--- config.mk ---
export PLATFORM = sky130hd
export DESIGN_NAME = bldc_commutation_ctrl
export DESIGN_NICKNAME = d
export VERILOG_FILES = /design/src/rtl/bldc_commutation_ctrl.sv
export SDC_FILE = /design/constraint.sdc
export NUM_CORES = 1
export LEC_CHECK = 0
export BUFFER_PORTS_ARGS = -buffer_cell sky130_fd_sc_hd__buf_2
export CELL_PAD_IN_SITES_DETAIL_PLACEMENT = 0
export CELL_PAD_IN_SITES_GLOBAL_PLACEMENT = 1
export CORE_ASPECT_RATIO = 1.5
export CORE_MARGIN = 1.5
export CORE_UTILIZATION = 35
export DETAILED_ROUTE_END_ITERATION = 6
export PLACE_DENSITY_LB_ADDON = 0.15
export SYNTH_ARGS = -nofsm -noshare
export SYNTH_HDL_FRONTEND = slang
export SYNTH_SLANG_ARGS = --single-unit
--- constraint.sdc ---
create_clock -name clk_i -period 2.1 [get_ports clk_i]
set_input_delay 0.42 -clock clk_i [delete_from_list [all_inputs] [get_ports clk_i]]
set_output_delay 0.42 -clock clk_i [all_outputs]
set_load 0.005 [all_outputs]
--- src/rtl/bldc_commutation_ctrl.sv ---
// bldc_commutation_ctrl
//   Six-step BLDC commutation controller. It synchronizes and debounces the
//   hall sensors and selects the high/low bridge pair from the commutation
//   table for either direction. It PWMs the high side at the applied duty,
//   which soft-starts toward the command. All gates are blanked for a dead
//   time at every pair change. The block also measures the rotor step period
//   and latches invalid-hall and stall faults.
//
// Ports
//   clk_i, rst_n_i          clock, synchronous active-low reset
//   h1_i, h2_i, h3_i        raw hall inputs (asynchronous)
//   en_i                    run enable
//   dir_i                   0 = forward, 1 = reverse
//   d3_i..d0_i              duty command, d3_i = MSB
//   ah_o..cl_o              registered gate enables
//   fault_o, fcode_o        sticky fault flag, 01 invalid hall / 10 stall
//   period_o                cycles between the last two accepted hall changes
module bldc_commutation_ctrl #(
  parameter int DEB_CYCLES   = 4,
  parameter int DEAD_CYCLES  = 2,
  parameter int RAMP_DIV     = 256,
  parameter int STALL_CYCLES = 50000
) (
  input  logic        clk_i,
  input  logic        rst_n_i,
  input  logic        h1_i,
  input  logic        h2_i,
  input  logic        h3_i,
  input  logic        en_i,
  input  logic        dir_i,
  input  logic        d3_i,
  input  logic        d2_i,
  input  logic        d1_i,
  input  logic        d0_i,
  output logic        ah_o,
  output logic        al_o,
  output logic        bh_o,
  output logic        bl_o,
  output logic        ch_o,
  output logic        cl_o,
  output logic        fault_o,
  output logic [1:0]  fcode_o,
  output logic [15:0] period_o
);

  localparam int RW = (RAMP_DIV > 1) ? $clog2(RAMP_DIV) : 1;

  typedef enum logic [1:0] {S_IDLE = 2'd0, S_RUN = 2'd1, S_FLT = 2'd2} state_e;

  // ---------------- hall synchronizer + debounce ----------------
  logic [2:0] sync1_q, sync2_q, cand_q, hc_q;
  logic [3:0] deb_q;
  logic       same, accept, hc_chg;

  // deb_q counts consecutive identical samples of cand_q. A code is accepted
  // on the sample that completes the DEB_CYCLES-long run.
  assign same   = (sync2_q == cand_q);
  assign accept = same ? (deb_q == 4'(DEB_CYCLES - 1)) : (DEB_CYCLES == 1);
  assign hc_chg = accept && (sync2_q != hc_q);

  always_ff @(posedge clk_i) begin
    if (!rst_n_i) begin
      sync1_q <= '0;
      sync2_q <= '0;
      cand_q  <= '0;
      deb_q   <= '0;
      hc_q    <= '0;
    end else begin
      sync1_q <= {h3_i, h2_i, h1_i};
      sync2_q <= sync1_q;
      cand_q  <= sync2_q;
      if (!same)                         deb_q <= 4'd1;
      else if (deb_q != 4'(DEB_CYCLES))  deb_q <= deb_q + 4'd1;
      if (accept) hc_q <= sync2_q;
    end
  end

  // ---------------- commutation table ----------------
  // Returns {hi[2:0], lo[2:0]} as one-hot phase masks, bit2 = A, bit0 = C.
  // Reverse swaps the high and low phase of every entry.
  function automatic logic [5:0] pair_of(input logic [2:0] h, input logic dir);
    logic [2:0] hi, lo;
    hi = 3'b000;
    lo = 3'b000;
    case (h)
      3'b101: begin hi = 3'b100; lo = 3'b010; end
      3'b100: begin hi = 3'b100; lo = 3'b001; end
      3'b110: begin hi = 3'b010; lo = 3'b001; end
      3'b010: begin hi = 3'b010; lo = 3'b100; end
      3'b011: begin hi = 3'b001; lo = 3'b100; end
      3'b001: begin hi = 3'b001; lo = 3'b010; end
      default: ;
    endcase
    return dir ? {lo, hi} : {hi, lo};
  endfunction

  // Gate vector order {AH, AL, BH, BL, CH, CL}.
  function automatic logic [5:0] drive(input logic [5:0] pair, input logic pwm_on);
    logic [5:0] g;
    for (int i = 0; i < 3; i++) begin
      g[2*i+1] = pair[3+i] & pwm_on;
      g[2*i]   = pair[i];
    end
    return g;
  endfunction

  // ---------------- control FSM ----------------
  state_e        state_q, state_d;
  logic [5:0]    gates_q, gates_d;
  logic [5:0]    pair_q, pair_d;
  logic [2:0]    dead_q, dead_d;
  logic [3:0]    da_q, da_d, p_q, p_d;
  logic [RW-1:0] ramp_q, ramp_d;
  logic [15:0]   stall_q, stall_d, per_q, per_d, period_q, period_d;
  logic          fault_q, fault_d;
  logic [1:0]    fcode_q, fcode_d;
  logic [3:0]    duty;
  logic [5:0]    sel;
  logic          hc_valid;

  assign duty     = {d3_i, d2_i, d1_i, d0_i};
  assign sel      = pair_of(hc_q, dir_i);
  assign hc_valid = (hc_q != 3'b000) && (hc_q != 3'b111);

  always_comb begin
    state_d  = state_q;
    gates_d  = '0;
    pair_d   = '0;
    dead_d   = '0;
    da_d     = '0;
    ramp_d   = '0;
    stall_d  = '0;
    per_d    = '0;
    period_d = period_q;
    fault_d  = fault_q;
    fcode_d  = fcode_q;
    p_d      = p_q + 4'd1;

    case (state_q)
      S_IDLE: begin
        if (en_i && hc_valid) state_d = S_RUN;
      end
      S_RUN: begin
        // Faults take priority over a simultaneous hall step; invalid hall
        // outranks stall.
        if (!hc_valid) begin
          state_d = S_FLT;
          fault_d = 1'b1;
          fcode_d = 2'b01;
        end else if (stall_q == 16'(STALL_CYCLES - 1)) begin
          state_d = S_FLT;
          fault_d = 1'b1;
          fcode_d = 2'b10;
        end else if (!en_i) begin
          state_d = S_IDLE;
        end else begin
          state_d = S_RUN;
          stall_d = hc_chg ? 16'd0 : stall_q + 16'd1;
          per_d   = (hc_chg || per_q == 16'hFFFF) ? (hc_chg ? 16'd0 : 16'hFFFF)
                                                   : per_q + 16'd1;
          // The step that ends now includes the current cycle.
          if (hc_chg) period_d = (per_q == 16'hFFFF) ? 16'hFFFF : per_q + 16'd1;

          // Soft start: drop immediately, climb one step per RAMP_DIV cycles.
          da_d = da_q;
          if (duty < da_q) begin
            da_d = duty;
          end else if (duty > da_q) begin
            if (ramp_q == RW'(RAMP_DIV - 1)) da_d = da_q + 4'd1;
            else                             ramp_d = ramp_q + 1'b1;
          end

          // Any pair change (hall step or DIR flip) blanks all gates first.
          pair_d = pair_q;
          dead_d = dead_q;
          if (sel != pair_q) begin
            pair_d = sel;
            dead_d = 3'(DEAD_CYCLES);
          end else if (dead_q != 3'd0) begin
            dead_d = dead_q - 3'd1;
          end
          if (dead_d == 3'd0) gates_d = drive(pair_d, p_q < da_q);
        end
      end
      S_FLT: begin
        if (!en_i) begin
          state_d = S_IDLE;
          fault_d = 1'b0;
          fcode_d = 2'b00;
        end
      end
      default: state_d = S_IDLE;
    endcase
  end

  always_ff @(posedge clk_i) begin
    if (!rst_n_i) begin
      state_q  <= S_IDLE;
      gates_q  <= '0;
      pair_q   <= '0;
      dead_q   <= '0;
      da_q     <= '0;
      p_q      <= '0;
      ramp_q   <= '0;
      stall_q  <= '0;
      per_q    <= '0;
      period_q <= '0;
      fault_q  <= 1'b0;
      fcode_q  <= 2'b00;
    end else begin
      state_q  <= state_d;
      gates_q  <= gates_d;
      pair_q   <= pair_d;
      dead_q   <= dead_d;
      da_q     <= da_d;
      p_q      <= p_d;
      ramp_q   <= ramp_d;
      stall_q  <= stall_d;
      per_q    <= per_d;
      period_q <= period_d;
      fault_q  <= fault_d;
      fcode_q  <= fcode_d;
    end
  end

  assign {ah_o, al_o, bh_o, bl_o, ch_o, cl_o} = gates_q;
  assign fault_o  = fault_q;
  assign fcode_o  = fcode_q;
  assign period_o = period_q;

  a_no_shoot_through: assert property (@(posedge clk_i) disable iff (!rst_n_i)
    !((gates_q[5] & gates_q[4]) | (gates_q[3] & gates_q[2]) | (gates_q[1] & gates_q[0])));

endmodule
==> flow_summary.rst <==
.. list-table::
   :header-rows: 1

   * - Metric
     - Value
   * - Status
     - completed
   * - Final Routed Wirelength
     - 9867 µm
   * - Clock tree from TritonCTS
     - done
   * - Distinct cells, synth
     - 62
   * - H-tree lvl count
     - 3
   * - Setup Total Neg Slack
     - 0 ns
   * - Number of nets in the layout
     - 603
   * - Area share of the largest cell type after synthesis
     - 0.4260
   * - Num rows
     - 51
   * - Via count
     - 3714
   * - Clock period minus final worst setup slack
     - 2.045 ns
   * - Inserted Clock Buffers
     - 9
   * - Fraction of layout cells with a size suffix above 1
     - 0.1893
   * - Number of enable flip-flop cells after synthesis
     - 0
   * - Worst-case reg-to-reg path depth
     - 8
   * - Post-Syn Nets
     - 541
   * - Peak VDD IR
     - 0.4699 mV
   * - Total Die Area
     - 14150 µm²
   * - Reported leakage power
     - 2.111 nW
   * - Post-synthesis instance area
     - 4700 µm²
   * - # Max-Cap Violations
     - 0
   * - Number of top-level pins
     - 36
   * - # diodes
     - 0
   * - Half-perimeter wire length of the detailed placement result
     - 7236 µm
   * - Worst setup SP type
     - flip-flop
   * - Highest net fanout along the worst path
     - 32
   * - Final Setup Violations
     - 0
   * - Skew-Pair Late Insertion Delay
     - 0.35 ns
   * - CP Cell Sequence
     - or4bb_4 > nor4_4 > buf_4 > nor4_4 > buf_4 > o21ai_2 > buf_12 > nor2_1
   * - Data required, critical path
     - 2.34 ns
   * - Yosys reg bits
     - 100
   * - Syn_area_per_cell
     - 9.143 µm²
   * - Dominant cell type by area after synthesis
     - sky130_fd_sc_hd__dfxtp_1
   * - Most used flip-flop cell after synthesis
     - sky130_fd_sc_hd__dfxtp_1
   * - Worst relative slew slack
     - 0.7286
   * - RePlAce Congestion
     - 0.7913
   * - # DRC
     - 0
   * - Pin count of the biggest net entering global routing
     - 33
   * - Per-cell routed wire length
     - 13.33 µm
   * - Initial DRC Count
     - 88
   * - Detailed-router iteration count before antenna repair
     - 4
   * - Setup clock skew after layout
     - 0.009526 ns
   * - Height of the die
     - 144.9 µm
   * - Arrival time at the worst endpoint
     - 2.28 ns
   * - Power per cell area
     - 674.6 nW/µm²
   * - Async SR Flop Fraction
     - 0
   * - Area growth from synthesis to layout
     - 19.17%
   * - Number of buffers added on ports
     - 35
   * - Highest-count cells in the layout ignoring fill and taps
     - sky130_fd_sc_hd__dfxtp_1 (99), sky130_fd_sc_hd__nor2_1 (82), sky130_fd_sc_hd__buf_2 (35)
   * - Sequential share of the synthesized area
     - 0.4260
   * - Total gr overflow
     - 0
   * - Worst hold path type
     - in -> reg
   * - Clk Tree Root Cell
     - sky130_fd_sc_hd__clkbuf_16
   * - Longest individual stage delay on the worst path
     - 0.56 ns
   * - Area of the core
     - 13020 µm²
   * - Wire length of the first global-routing pass
     - 16610 µm
   * - Vias in the first global route
     - 3588
   * - Critical path endpoint category
     - flip-flop
   * - Standard cell with the maximum stage delay on the critical path
     - sky130_fd_sc_hd__or4bb_4
   * - Critical setup path kind
     - reg -> reg
   * - Reg clk slew, reported paths
     - 0.07 ns
   * - Warnings from Yosys
     - 0
   * - Sink count of the clock tree
     - 100
   * - Number of hold violations in the final report
     - 0
   * - Worst-case hold slack
     - 0.2826 ns
   * - Number of antenna violations at the first check in global routing
     - 0
   * - Total global-route track usage
     - 0.1441
   * - Achievable frequency
     - 489.0 MHz
   * - Post-CTS Hold Fix Bufs
     - 0
   * - Number of cells on the worst hold path
     - 2
   * - Post-DRT Antenna Nets
     - 0
   * - Post-Synthesis Cells
     - 514
   * - Width of the die
     - 97.61 µm
   * - Avg Vias per Cell
     - 5.019
   * - Leading cell type in the layout, fill and taps excluded
     - sky130_fd_sc_hd__dfxtp_1
   * - Starting utilization of the core area
     - 0.3610
   * - Fill cells
     - 1341
   * - Leading cell types by total area after synthesis
     - sky130_fd_sc_hd__dfxtp_1 (43%), sky130_fd_sc_hd__nor2_1 (6.5%), sky130_fd_sc_hd__mux2i_1 (4.9%)
   * - Clk buf depth
     - 2
   * - Final Max Slew Viols
     - 0
   * - Slew at the pin with the worst max-slew slack
     - 0.4059 ns
   * - Period utilization
     - 0.9738
[cell usage after synthesis (9+ instances only)]
cell type                  number
sky130_fd_sc_hd__dfxtp_1      100
sky130_fd_sc_hd__nor2_1        82
sky130_fd_sc_hd__mux2i_1       23
sky130_fd_sc_hd__inv_1         22
sky130_fd_sc_hd__xnor2_1       22
sky130_fd_sc_hd__nand2_1       21
sky130_fd_sc_hd__and2_1        19
sky130_fd_sc_hd__ha_1          16
sky130_fd_sc_hd__nand3_1       16
sky130_fd_sc_hd__a21oi_1       15
sky130_fd_sc_hd__nand4_1       15
sky130_fd_sc_hd__xor2_1        15
sky130_fd_sc_hd__nor3_1        12
sky130_fd_sc_hd__nor4_1        10
sky130_fd_sc_hd__nand2b_1       9
sky130_fd_sc_hd__nor2b_1        9
[path summary, 6_finish.rpt]
path,start,slack [ns],endpoint
worst min-delay path,h1_i,0.28,sync1_q[0]
worst min register to register,sync1_q[1],0.43,sync2_q[1]
worst max-delay path,stall_q[10],0.06,per_q[11]
worst max register to register,stall_q[10],0.06,per_q[11]
[per-layer routing]
metal / GRT usage / part of all wire / vias to the layer above
li1: - / - / 1924
met1: 0.1676 / 0.45 / 1725
met2: 0.2580 / 0.51 / 55
met3: 0.03276 / 0.029 / 10
met4: 0.04714 / 0.016 / 0
met5: 0 / 0 / -
[registers in the layout (all words and copies together), names as in the netlist, 4 cells and up]
signal,flops
gates_q,6
ramp_q,8
period_o,16
per_q,16
deb_q,4
da_q,4
stall_q,16
pair_q,6
p_q,4
[cell type report]
cell class	count	area (µm²)	share of cell area
sequential	100	2003	0.3577
multi-input combinational	373	2540	0.4535
clock inverter	7	80.08	0.01430
inverter	22	82.58	0.01475
clock buffer	9	225.2	0.04021
tap	159	198.9	0.03552
timing repair buffer	70	470.5	0.08400
[report_power, final]
group / internal, mW / leakage, nW / switching (mW)
clock network: 0.942 / 0.143 / 0.774
registers: 1.91 / 0.808 / 0.0133
logic: 0.0620 / 1.16 / 0.0752
[stage by stage]
stage | instances | instance area [µm²] | total power [mW] | util | setup slack (ns)
6_report | 740 | 5600 | 3.778 | 0.4302 | 0.05508
5_1_grt | 740 | 5600 | 3.927 | 0.4302 | -0.02681
4_1_cts | 736 | 5530 | 3.837 | 0.4248 | 0.03059
3_5_place_dp | 720 | 5225 | 2.108 | 0.4014 | 0.03767
3_3_place_gp | 720 | 5225 | 2.104 | 0.4014 | 0.03918
2_1_floorplan | 514 | 4700 | 2.056 | - | 0.07097
[kinds of logic (layout without fill, tap and decap cells)]
logic type,Yosys count,count (layout),synth area share
AOI/OAI and AO/OA,62,62,0.09132
xor gates and xnor gates,37,37,0.06896
adders and majority gates,16,16,0.04260
buffers and inverters,41,108,0.04020
DFF,100,100,0.4260
muxes,24,24,0.05138
and+or+nand+nor,234,234,0.2796
[timing repair]
item / in CTS / in global routing
setup endpoints to repair: 0 / 18
resized for setup: 0 / 9
buffers inserted: 0 / 4
hold endpoints to repair: 0 / 0
[critical path, delay by kind of cell (launching register included)]
family,cells,cell delay (ns)
flip-flops,1,0.34
AO/OA/AOI/OAI,1,0.07
AND/OR/NAND/NOR,4,1.00
buffers and inverters,3,0.53
(Power assumes the default switching activity.)
